### src/rtl/simple_datapath_if.sv
// Control/operand and store-port bundle between the SimpleComputer FSM (master)
// and the execution datapath (slave).
interface simple_datapath_if #(
  parameter int WIDTH = 8,
  parameter int NREG  = 4
);
  localparam int AW = $clog2(NREG);

  logic [3:0]       F;
  logic [WIDTH-1:0] imm;
  logic [AW-1:0]    rd;
  logic [AW-1:0]    rs;
  logic [WIDTH-1:0] store_data;
  logic             store_valid;
  logic             store_ready;
  logic             carry;
  logic             zero;
  logic             err;
  logic [15:0]      instr_count;

  modport master (
    output F, imm, rd, rs, store_ready,
    input  store_data, store_valid, carry, zero, err, instr_count
  );

  modport slave (
    input  F, imm, rd, rs, store_ready,
    output store_data, store_valid, carry, zero, err, instr_count
  );
endinterface

### src/rtl/simple_datapath.sv
// Execution datapath: small register file driven by a one-hot control word,
// with ADD flags, a valid/ready store port, sticky error and instruction counter.
module simple_datapath #(
  parameter int WIDTH = 8,
  parameter int NREG  = 4
) (
  input  logic            clk,
  input  logic            reset,
  simple_datapath_if.slave bus
);
  localparam logic [3:0] OP_MOVI = 4'b1000;
  localparam logic [3:0] OP_MVD  = 4'b0100;
  localparam logic [3:0] OP_ADD  = 4'b0010;
  localparam logic [3:0] OP_STR  = 4'b0001;
  localparam logic [3:0] OP_IDLE = 4'b0000;

  logic [WIDTH-1:0] regs [NREG];
  logic [WIDTH:0]   sum;
  logic             drained;
  logic             slot_free;

  always_comb begin
    sum       = {1'b0, regs[bus.rd]} + {1'b0, regs[bus.rs]};
    drained   = bus.store_valid && bus.store_ready;
    slot_free = !bus.store_valid || bus.store_ready;
  end

  always_ff @(posedge clk or negedge reset) begin
    if (!reset) begin
      // NOTE: the register file is small and must read zero out of reset, so it
      // is reset in place rather than mapped onto a RAM macro.
      for (int i = 0; i < NREG; i++) regs[i] <= '0;
      bus.store_data  <= '0;
      bus.store_valid <= 1'b0;
      bus.carry       <= 1'b0;
      bus.zero        <= 1'b0;
      bus.err         <= 1'b0;
      bus.instr_count <= '0;
    end else begin
      // A completed transfer frees the slot; an accepted STR below re-fills it.
      if (drained) bus.store_valid <= 1'b0;

      unique case (bus.F)
        OP_MOVI: begin
          regs[bus.rd]    <= bus.imm;
          bus.instr_count <= bus.instr_count + 16'd1;
        end
        OP_MVD: begin
          regs[bus.rd]    <= regs[bus.rs];
          bus.instr_count <= bus.instr_count + 16'd1;
        end
        OP_ADD: begin
          regs[bus.rd]    <= sum[WIDTH-1:0];
          bus.carry       <= sum[WIDTH];
          bus.zero        <= (sum[WIDTH-1:0] == '0);
          bus.instr_count <= bus.instr_count + 16'd1;
        end
        OP_STR: begin
          if (slot_free) begin
            bus.store_data  <= regs[bus.rs];
            bus.store_valid <= 1'b1;
          end else begin
            bus.err <= 1'b1;
          end
          bus.instr_count <= bus.instr_count + 16'd1;
        end
        OP_IDLE: ;
        default: bus.err <= 1'b1;
      endcase
    end
  end
endmodule

### src/flat_wrapper.sv
// flat-port wrapper written by rule: the top's interface ports become plain ports
module simple_datapath_flat 
#(
  parameter int WIDTH = 8,
  parameter int NREG  = 4
)
  (clk, reset, bus_F, bus_imm, bus_rd, bus_rs, bus_store_ready, bus_store_data, bus_store_valid, bus_carry, bus_zero, bus_err, bus_instr_count);
  simple_datapath_if #(.WIDTH(WIDTH), .NREG(NREG)) bus_i ();
  input  logic clk;
  input  logic reset;
  input wire logic [$bits(bus_i.F)-1:0] bus_F;
  input wire logic [$bits(bus_i.imm)-1:0] bus_imm;
  input wire logic [$bits(bus_i.rd)-1:0] bus_rd;
  input wire logic [$bits(bus_i.rs)-1:0] bus_rs;
  input wire logic [$bits(bus_i.store_ready)-1:0] bus_store_ready;
  output wire logic [$bits(bus_i.store_data)-1:0] bus_store_data;
  output wire logic [$bits(bus_i.store_valid)-1:0] bus_store_valid;
  output wire logic [$bits(bus_i.carry)-1:0] bus_carry;
  output wire logic [$bits(bus_i.zero)-1:0] bus_zero;
  output wire logic [$bits(bus_i.err)-1:0] bus_err;
  output wire logic [$bits(bus_i.instr_count)-1:0] bus_instr_count;
  assign bus_i.F = bus_F;
  assign bus_i.imm = bus_imm;
  assign bus_i.rd = bus_rd;
  assign bus_i.rs = bus_rs;
  assign bus_i.store_ready = bus_store_ready;
  assign bus_store_data = bus_i.store_data;
  assign bus_store_valid = bus_i.store_valid;
  assign bus_carry = bus_i.carry;
  assign bus_zero = bus_i.zero;
  assign bus_err = bus_i.err;
  assign bus_instr_count = bus_i.instr_count;
  simple_datapath #(.WIDTH(WIDTH), .NREG(NREG)) u_core (.clk(clk), .reset(reset), .bus(bus_i));
endmodule
### config.mk
export PLATFORM = sky130hd
export DESIGN_NAME = simple_datapath_flat
export DESIGN_NICKNAME = d
export VERILOG_FILES = /design/src/rtl/simple_datapath_if.sv /design/src/rtl/simple_datapath.sv /design/src/flat_wrapper.sv
export SDC_FILE = /design/constraint.sdc
export NUM_CORES = 1
export LEC_CHECK = 0
export CORE_UTILIZATION = 26
export CTS_CLUSTER_DIAMETER = 40
export DETAILED_ROUTE_END_ITERATION = 6
export DONT_BUFFER_PORTS = 1
export PLACE_DENSITY_LB_ADDON = 0.2
export SYNTH_ARGS = -nofsm -noshare
export SYNTH_HDL_FRONTEND = slang
export SYNTH_SLANG_ARGS = --single-unit
### constraint.sdc
create_clock -name clk -period 4 [get_ports clk]
set_input_delay 0.8 -clock clk [delete_from_list [all_inputs] [get_ports clk]]
set_output_delay 0.8 -clock clk [all_outputs]
set_load 0.05 [all_outputs]
# Yosys cells after proc, flatten, opt, wreduce, memory -nomap -nowiden
# Cells that the tools add are included.
[totals] register_bits=60 input_bits=19 out_inout_bits=28 elab_cells=51
[classes] add_sub_neg=2 n_lt_le_gt_ge=3 eq_ne=5 n_mux=17 n_bitwise=3 n_reduce_logical=11
[ops] cell="bitwise mux 32 bit" n=3
[ops] cell="case mux 32 bit (3 select lines)" n=1
[ops] cell="two-way mux 8 bit" n=5
[ops] cell="binary-select mux 8 bit (select 2 bit)" n=2
[ops] cell="adder 16 x 1 -> 16 bit, second input constant" n=1
[ops] cell="demux 8 bit (select 2 bit)" n=1
[ops] cell="adder 8 x 8 -> 9 bit" n=1
[ops] cell="zero test 8 bit" n=1
[ops] cell="OR reduction 4 bit" n=2
[ops] cell=">= comparator 3 bit, second input constant" n=2
[ops] cell="inverter 2 -> 3 bit" n=2
[ops] cell="equality test 4 x 1 -> 1 bit, second input constant" n=1
[ops] cell="equality test 4 x 2 -> 1 bit, second input constant" n=1
[ops] cell="equality test 4 x 3 -> 1 bit, second input constant" n=1
[ops] cell="equality test 4 bit, second input constant" n=1
[ops] cell="zero test 4 bit" n=1
[ops] cell="two-way mux 1 bit" n=4
[ops] cell="AND reduction 2 bit" n=2
[ops] cell="< comparator 3 x 1 -> 1 bit, second input constant" n=1
[ops] cell="nonzero test 3 bit" n=1
[ops] cell="logical AND 1 bit" n=2
[ops] cell="!= test 2 bit, second input constant" n=1
[ops] cell="case mux 1 bit (2 select lines)" n=1
[ops] cell="zero test 1 bit" n=1
[ops] cell="other kinds (2)" n=2

# Logic depth before layout (Yosys ltp)
# Gate-level depths: netlist (run 1).
[depth] word_depth=7 depth_mapped=11

# Least setup slack after synthesis (run 1)
# Ideal clock, no wire load.
[synth_timing] path_type="input to register" from="input bus_rd[0]" to="register with a tool-made name" setup_time_ps=126 arrival_ps=3196 required_time_ps=3874 slack_ps=678 stages=11 n_path_buf=1 path_cell_list="buf_2 -> mux4_2 -> ha_1 -> inv_1 -> fa_1 -> nor2b_1 -> o21a_1 -> a311oi_2 -> xor2_2 -> a21oi_1 -> o32a_1"
[synth_lines] item="start: declaration" line_no="flat_wrapper.sv:13" text="input wire logic [$bits(bus_i.rd)-1:0] bus_rd;"

==> results of run 1 <==
synth_stat cells (3+ instances only):
library cell / count
sky130_fd_sc_hd__dfrtp_1: 60
sky130_fd_sc_hd__nand2_1: 52
sky130_fd_sc_hd__a21oi_1: 21
sky130_fd_sc_hd__o21ai_1: 21
sky130_fd_sc_hd__nor2_1: 20
sky130_fd_sc_hd__xnor2_1: 18
sky130_fd_sc_hd__o21ai_0: 17
sky130_fd_sc_hd__mux4_2: 16
sky130_fd_sc_hd__clkbuf_1: 10
sky130_fd_sc_hd__buf_2: 9
sky130_fd_sc_hd__ha_1: 9
sky130_fd_sc_hd__nor2b_1: 8
sky130_fd_sc_hd__mux2_1: 7
sky130_fd_sc_hd__mux2i_1: 7
sky130_fd_sc_hd__nand2b_1: 7
sky130_fd_sc_hd__nand3_1: 7
sky130_fd_sc_hd__a22o_1: 5
sky130_fd_sc_hd__a22oi_1: 5
sky130_fd_sc_hd__o31ai_1: 5
sky130_fd_sc_hd__and3_1: 4
sky130_fd_sc_hd__nor3_1: 4
sky130_fd_sc_hd__o21bai_1: 4
sky130_fd_sc_hd__o22a_1: 4
sky130_fd_sc_hd__xor2_1: 4
sky130_fd_sc_hd__a222oi_1: 3
sky130_fd_sc_hd__inv_1: 3
sky130_fd_sc_hd__nor2_2: 3
sky130_fd_sc_hd__o22ai_1: 3
cell families (layout without fill, tap and decap cells):
| kind of cell | after synthesis | in the layout | synth area share [%] |
|---|---|---|---|
| xor+xnor | 23 | 23 | 5.470 |
| mux | 32 | 32 | 13.92 |
| buf+inv | 25 | 21 | 3.144 |
| simple gates | 120 | 120 | 15.69 |
| flops | 60 | 60 | 39.31 |
| compound gates | 110 | 110 | 19.00 |
| fa+ha+maj | 10 | 10 | 3.472 |
stage by stage:
| stage | utilization (%) | hold slack (ns) |
|---|---|---|
| final | 30.19 | 0.1618 |
| after detailed placement | 28.03 | 0.4961 |
| after global placement | 28.03 | 0.4818 |
| after floorplan | - | 0.4667 |
| after global routing | 30.19 | 0.1446 |
| after CTS | 30.19 | 0.1465 |
area by class of cell:
cell class	count	area [um2]	share of cell area [%]
clock buffer	12	256.5	6.028
clock inverter	4	47.55	1.117
inverter	3	11.26	0.2646
multi-input combinational	295	2198	51.66
sequential	60	1501	35.28
tap	180	225.2	5.293
timing repair buffer	2	15.01	0.3528
worst reg2reg max path, stage by stage (launching register included):
cell and delay (ns):
sky130_fd_sc_hd__dfrtp_1 0.42, sky130_fd_sc_hd__mux4_2 0.52, sky130_fd_sc_hd__ha_1 0.27, sky130_fd_sc_hd__inv_1 0.08, sky130_fd_sc_hd__fa_1 0.20, sky130_fd_sc_hd__nor2b_1 0.06, sky130_fd_sc_hd__o21a_1 0.19, sky130_fd_sc_hd__a311oi_2 0.38
sky130_fd_sc_hd__xor2_2 0.32, sky130_fd_sc_hd__a21oi_1 0.11, sky130_fd_sc_hd__o32a_1 0.30
metal layers:
metal	vias up	GRT usage [%]	wire (um)
li1	1388	-	-
met1	1492	22.65	5184
met2	84	21.61	4656
met3	8	5.212	811
met4	0	3.464	97
met5	-	0	0
final timing paths:
kind,startpoint,endpoint,depth (start not counted)
min,reset,asynchronous set/reset pin,0
min in group clk,flop,flop,2
max in group asynchronous,reset,u_core.bus.store_data[7],0
max reg2reg,flop,flop,10
min reg2reg,flop,flop,2
max,bus_rs[0],flop,10
power groups by stage:
stage	Clock, mW	Sequential, mW	Combinational [mW]
2_1_floorplan	0	1.06	0.509
3_3_place_gp	0	1.11	0.599
3_5_place_dp	0	1.12	0.608
4_1_cts	0.823	1.10	0.611
5_1_grt	0.846	1.12	0.683
6_report	0.801	1.10	0.607
==> reports/qor.log, run 1 <==
qor: cts.postCtsSetupRepairBufs 0
qor: floorplan.start_util 27.10%
qor: setup_path.crit_chain mux4_2, ha_1, inv_1, fa_1, nor2b_1, o21a_1, a311oi_2, xor2_2, a21oi_1, o32a_1
qor: sta.period_share 75.11%
qor: power_and_ir_drop.power_switching 0.9722 mW
qor: cts.insertion_delay 0.33 ns
qor: place.finalWeightedCongestion 0.7604
qor: place.total_of_buffers_placed_on_input_and_output_ports 0
qor: synthesis.yosys.cell_types.count 63
qor: setup_path.path_max_fanout 8
qor: global_routing.overflow 0
qor: synthesis.netlist_instances 380
qor: floorplan.ioPinCount 47
qor: detailed_routing.antenna_violating_nets_post_route 0
qor: global_routing.first_pass_grt_wire_length 17.24 mm
qor: synthesis.synth_ff_type sky130_fd_sc_hd__dfrtp_1
qor: synthesis.synthTopCellsByArea sky130_fd_sc_hd__dfrtp_1 39%, sky130_fd_sc_hd__mux4_2 9.4%, sky130_fd_sc_hd__nand2_1 5.1%, sky130_fd_sc_hd__xnor2_1 4.1%, sky130_fd_sc_hd__ha_1 2.9%
qor: detailed_routing.vias_per_cell 5.345
qor: layout.final_cell_mix 60 x sky130_fd_sc_hd__dfrtp_1, 52 x sky130_fd_sc_hd__nand2_1, 21 x sky130_fd_sc_hd__a21oi_1, 21 x sky130_fd_sc_hd__o21ai_1, 20 x sky130_fd_sc_hd__nor2_1
qor: power_and_ir_drop.comb_power_share 24.2%
qor: synthesis.yosysWarnings 0
qor: floorplan.core 14100 um2
qor: synthesis.synth.cell_area 3820 um2
qor: synthesis.synth_fp_nets 409
qor: synthesis.syn_area_per_cell 10.05 um2
qor: cts.cts-resized-gates 0
qor: sta.tightestPinTransition 0.8838 ns
qor: setup_path.crit_arrival 3.22 ns
qor: floorplan.dieArea 15180 um2
qor: sta.timing.max_slew.rel_slack 40.96%
qor: setup_path.worst-path-buf-inv 1
qor: global_routing.grt_util_all_layers 15.44%
qor: setup_path.reg2reg_slack 1.05 ns
qor: place.detailed_place.area 3951 um2
qor: sta.setup_viol_count_final 0
qor: sta.skew 0.005557 ns
qor: power_and_ir_drop.total_leakage_power 1.708 nW
qor: floorplan.die-width 123.2 um
qor: layout.area.growth.synth_to_final 11.40%
qor: synthesis.netlist.top_cell.by_area sky130_fd_sc_hd__dfrtp_1
qor: layout.num-fill-cells 1480
qor: setup_path.start_kind primary input
qor: place.place_inst 540
qor: sta.timing.final.crit_period 3.005 ns
qor: cts.clk_path_buf_depth 2
qor: detailed_routing.wl 10.75 mm
qor: sta.setup_total_negative_slack 0 ns
qor: power_and_ir_drop.pwr-share-seq 43.9%
qor: setup_path.worst_path_dominant_cell_family compound AO/OA/AOI/OAI gates
qor: setup_path.critical_path_required 4.22 ns
qor: cts.clk_pin_slew 0.06 ns
qor: cts.ctsRootBufferMaster sky130_fd_sc_hd__clkbuf_16
qor: synthesis.synth_largest_type_area_fraction 39.31%
qor: floorplan.die_h 123.2 um
qor: power_and_ir_drop.pwr_density_cell 589.5 nW/um2
qor: setup_path.end_kind flop
qor: synthesis.post_synth_edffs 0
qor: power_and_ir_drop.cell_internal_pwr 1.536 mW
qor: worst_hold_path.min_path_type in2async
qor: place.dp_worst_setup_slack 0.6504 ns
qor: synthesis.synth-async-reset-ratio 100.0%
qor: layout.num-nets-final 400
qor: detailed_routing.detail_route.drc_violations 0
qor: sta.rsz0062_at_grt no
qor: layout.final_layout_size_suffix_gt1_share 12.50%
qor: power_and_ir_drop.share_clk_of_total_power 31.9%
qor: synthesis.ys_seq_elements 60
qor: layout.layout.cells.non_filler 556
qor: setup_path.cp_slowest_cell sky130_fd_sc_hd__mux4_2
qor: cts.cts.sinks 60
qor: sta.fmax 332.8 MHz
qor: global_routing.first_global_vias 2972
qor: synthesis.ys_seq_area_share 39.31%
qor: detailed_routing.drt-initial-drc-count 161
qor: detailed_routing.post_drt_wl_per_cell 19.33 um
qor: detailed_routing.drtPass1Iterations 5
qor: setup_path.crit_type in2reg
qor: flow_run.max_cap_viol_count 0
qor: place.hpwl 7.732 mm
qor: sta.timing.final.ws_setup 0.9955 ns
qor: sta.report.final.hold_viol_count 0
qor: power_and_ir_drop.peakVddDrop 0.2602 mV
qor: cts.tritoncts done
qor: global_routing.antenna_found_initial 0
qor: floorplan.fp-row-count 43
qor: cts.post_cts_hold_buffer_count 0
qor: layout.diodes 0
qor: cts.htree_num_levels 3
qor: layout.final_design_area_no_fill 4255 um2
qor: global_routing.maximum_number_of_pins_on_one_net_before_global_route_repair 61
qor: power_and_ir_drop.finalPower 2.509 mW
qor: setup_path.critical-path-max-stage-delay 0.52 ns
qor: cts.numCtsBuffers 9
qor: power_and_ir_drop.netSwitchingFraction 38.75%
qor: detailed_routing.num_vias 2972
qor: outcome.run_status finished clean
qor: layout.layout.cells.most_common sky130_fd_sc_hd__dfrtp_1
qor: sta.final_report_max_slew_violation_count 0
Note: power is estimated with default switching activity, not from simulation.
==> run 2, diff against run 1 <==
==> constraint.sdc (replaced) <==
create_clock -name clk -period 3 [get_ports clk]
set_input_delay 0.6 -clock clk [delete_from_list [all_inputs] [get_ports clk]]
set_output_delay 0.6 -clock clk [all_outputs]
set_load 0.05 [all_outputs]
==> run 2 against run 1 <==
Effect of this change: sequential power increased by 31%; count of clock-buffer cells in the layout unchanged; critical path type is now reg2reg; cell count increased by 2.5%; highest routed layer unchanged; via count increased by 1.8%.
==> reports/qor.log, run 2 (synthesis results as in run 1) <==
qor: detailed_routing.maxUsedRoutingLayer met4
qor: layout.num-fill-cells 1476 [-0.27%]
qor: global_routing.first_pass_grt_wire_length 17.07 mm [-0.96%]
qor: global_routing.overflow 0 [unchanged]
qor: setup_path.start_kind flop
qor: global_routing.antenna_found_initial 0 [unchanged]
qor: sta.timing.max_slew.rel_slack 58.00% [+17 points]
qor: setup_path.end_kind flop
qor: detailed_routing.antenna_violating_nets_post_route 0 [unchanged]
qor: power_and_ir_drop.finalPower 3.320 mW [+32%]
qor: place.detailed_place.area 4064 um2 [+2.8%]
qor: cts.insertion_delay 0.33 ns [about the same]
qor: flow_run.max_cap_viol_count 0 [unchanged]
qor: sta.period_share 92.66%
qor: place.hpwl 7.918 mm [+2.4%]
qor: sta.setup_viol_count_final 0 [unchanged]
qor: layout.layout.cells.most_common sky130_fd_sc_hd__dfrtp_1
qor: setup_path.cp_slowest_cell sky130_fd_sc_hd__mux4_2
qor: worst_hold_path.min_path_type in2async
qor: cts.cts.sinks 60 [unchanged]
qor: floorplan.die-width 123.2 um [unchanged]
qor: detailed_routing.route.met2.wl 5.030 mm [+8.0%]
qor: setup_path.crit_chain mux4_2, ha_4, inv_1, fa_2, nor2b_1, o21a_1, a311oi_2, xor2_2, a21oi_1, o32a_1
qor: detailed_routing.vias_per_cell 5.309 [-0.68%]
qor: cts.htree_num_levels 3 [unchanged]
qor: detailed_routing.met1_length 5.133 mm [-0.98%]
qor: global_routing.first_global_vias 2931 [-1.4%]
qor: place.total_of_buffers_placed_on_input_and_output_ports 0 [unchanged]
qor: detailed_routing.routed-wl-met3 633 um [-22%]
qor: detailed_routing.drt-initial-drc-count 170 [+5.6%]
qor: layout.diodes 0 [unchanged]
qor: floorplan.ioPinCount 47 [unchanged]
qor: sta.rsz0062_at_grt no
qor: setup_path.critical-path-max-stage-delay 0.53 ns [about the same]
qor: setup_path.critical_path_required 3.22 ns [-1.00 ns]
qor: cts.cts-resized-gates 0 [unchanged]
qor: detailed_routing.num_vias 3026 [+1.8%]
qor: place.dp_worst_setup_slack 0.02731 ns [-0.6231 ns]
qor: layout.num-nets-final 414 [+3.5%]
qor: outcome.run_status finished clean
qor: sta.setup_total_negative_slack 0 ns [unchanged]
qor: floorplan.dieArea 15180 um2 [unchanged]
qor: setup_path.crit_type reg2reg
qor: power_and_ir_drop.pwr_density_cell 761.1 nW/um2 [+29%]
qor: layout.final_layout_size_suffix_gt1_share 15.90% [+3.4 points]
qor: cts.tritoncts done
qor: sta.report.final.hold_viol_count 0 [unchanged]
qor: global_routing.grt_util_all_layers 15.45% [about the same]
qor: setup_path.crit_arrival 3.00 ns [-0.22 ns]
qor: setup_path.timing.reg2reg.worst_path_depth 10 [unchanged]
qor: cts.clk_pin_slew 0.06 ns [about the same]
qor: detailed_routing.post_drt_wl_per_cell 19.32 um [about the same]
qor: cts.ctsRootBufferMaster sky130_fd_sc_hd__clkbuf_16
qor: cts.numCtsBuffers 9 [unchanged]
qor: sta.skew 0.006747 ns [+0.001190 ns]
qor: setup_path.path_max_fanout 4 [-4]
qor: power_and_ir_drop.total_leakage_power 1.762 nW [+3.2%]
qor: layout.final_design_area_no_fill 4363 um2 [+2.5%]
qor: floorplan.start_util 27.10% [unchanged]
qor: detailed_routing.drtPass1Iterations 5 [unchanged]
qor: floorplan.fp-row-count 43 [unchanged]
qor: layout.final_cell_mix 60 x sky130_fd_sc_hd__dfrtp_1, 52 x sky130_fd_sc_hd__nand2_1, 21 x sky130_fd_sc_hd__a21oi_1, 21 x sky130_fd_sc_hd__o21ai_1, 20 x sky130_fd_sc_hd__nor2_1
qor: floorplan.core 14100 um2 [unchanged]
qor: global_routing.maximum_number_of_pins_on_one_net_before_global_route_repair 61 [unchanged]
qor: layout.area.growth.synth_to_final 14.22%
qor: sta.final_report_max_slew_violation_count 0 [unchanged]
qor: cts.clk_path_buf_depth 2 [unchanged]
qor: sta.timing.final.ws_setup 0.2201 ns [-0.7754 ns]
qor: floorplan.die_h 123.2 um [unchanged]
qor: sta.tightestPinTransition 0.6220 ns [-0.2618 ns]
qor: sta.timing.final.crit_period 2.780 ns
qor: sta.fmax 359.7 MHz
qor: place.finalWeightedCongestion 0.7963 [+4.7%]
qor: detailed_routing.wl 11.02 mm [+2.5%]
qor: power_and_ir_drop.peakVddDrop 0.3099 mV [+19%]
qor: detailed_routing.detail_route.drc_violations 0 [unchanged]
## run 2: changes by cell type in the layout (fill, tap and decap cells not counted)
cell                         delta
sky130_fd_sc_hd__clkbuf_8       -1
sky130_fd_sc_hd__clkbuf_1       +1
sky130_fd_sc_hd__bufinv_16      -1
sky130_fd_sc_hd__buf_4         +13
sky130_fd_sc_hd__fa_2           +1
sky130_fd_sc_hd__ha_4           +1
sky130_fd_sc_hd__buf_16         +1
sky130_fd_sc_hd__ha_1           -1
sky130_fd_sc_hd__fa_1           -1
sky130_fd_sc_hd__clkinvlp_4     +1
## run 2: worst paths after layout
kind	slack, ns	endpoint
min in group clk	0.43	u_core.bus.store_valid
hold / removal	0.14	asynchronous set/reset pin
max in group asynchronous	2.59	u_core.bus.store_data[7]
hold reg to reg	0.51	flop
setup reg to reg	0.22	flop
setup / recovery	0.22	flop
## run 2: power breakdown
group	switching, mW	internal [mW]
clock	0.381	0.579
sequential	0.453	0.985
combinational	0.488	0.435
total	1.32	2.00
## run 2: final cells by class
cell class	instances	area (um2)	share of cell area, %
multi-input combinational	295	2213	50.73
inverter	3	11.26	0.2581
tap	180	225.2	5.162
timing repair buffer	16	140.1	3.212
clock inverter	4	25.02	0.5736
sequential	60	1501	34.41
clock buffer	12	246.5	5.650
## run 2: worst max-delay path, delay by kind of cell, from the launching register on
kind                     cells  cell delay [ns]
AO/OA/AOI/OAI                4             0.94
multiplexers                 1             0.53
flip-flops                   1             0.41
adder cells (fa/ha/maj)      2             0.39
XOR/XNOR                     1             0.28
buffers and inverters        1             0.06
AND/OR/NAND/NOR              1             0.05
## run 2: per-stage QoR
step                      hold slack (ns)  instances  utilization (%)
final                              0.1404        570            30.95
after global routing               0.1559        570            30.95
after CTS                          0.1472        570            30.95
after detailed placement           0.3067        553            28.83
after global placement             0.3078        553            28.83
after floorplan                    0.3044        380                -
## run 2: per-layer routing
metal	GRT usage [%]	vias up
met4	5.873	0
met5	0	-
met3	3.736	15
met2	23.57	93
li1	-	1423
met1	21.03	1495
## run 2: timing repair
action | CTS | global route
setup endpoints to repair | 0 | 0
setup buffers | 0 | 0
hold buffers | 1 | 0
endpoints found under the hold margin | 60 | 0
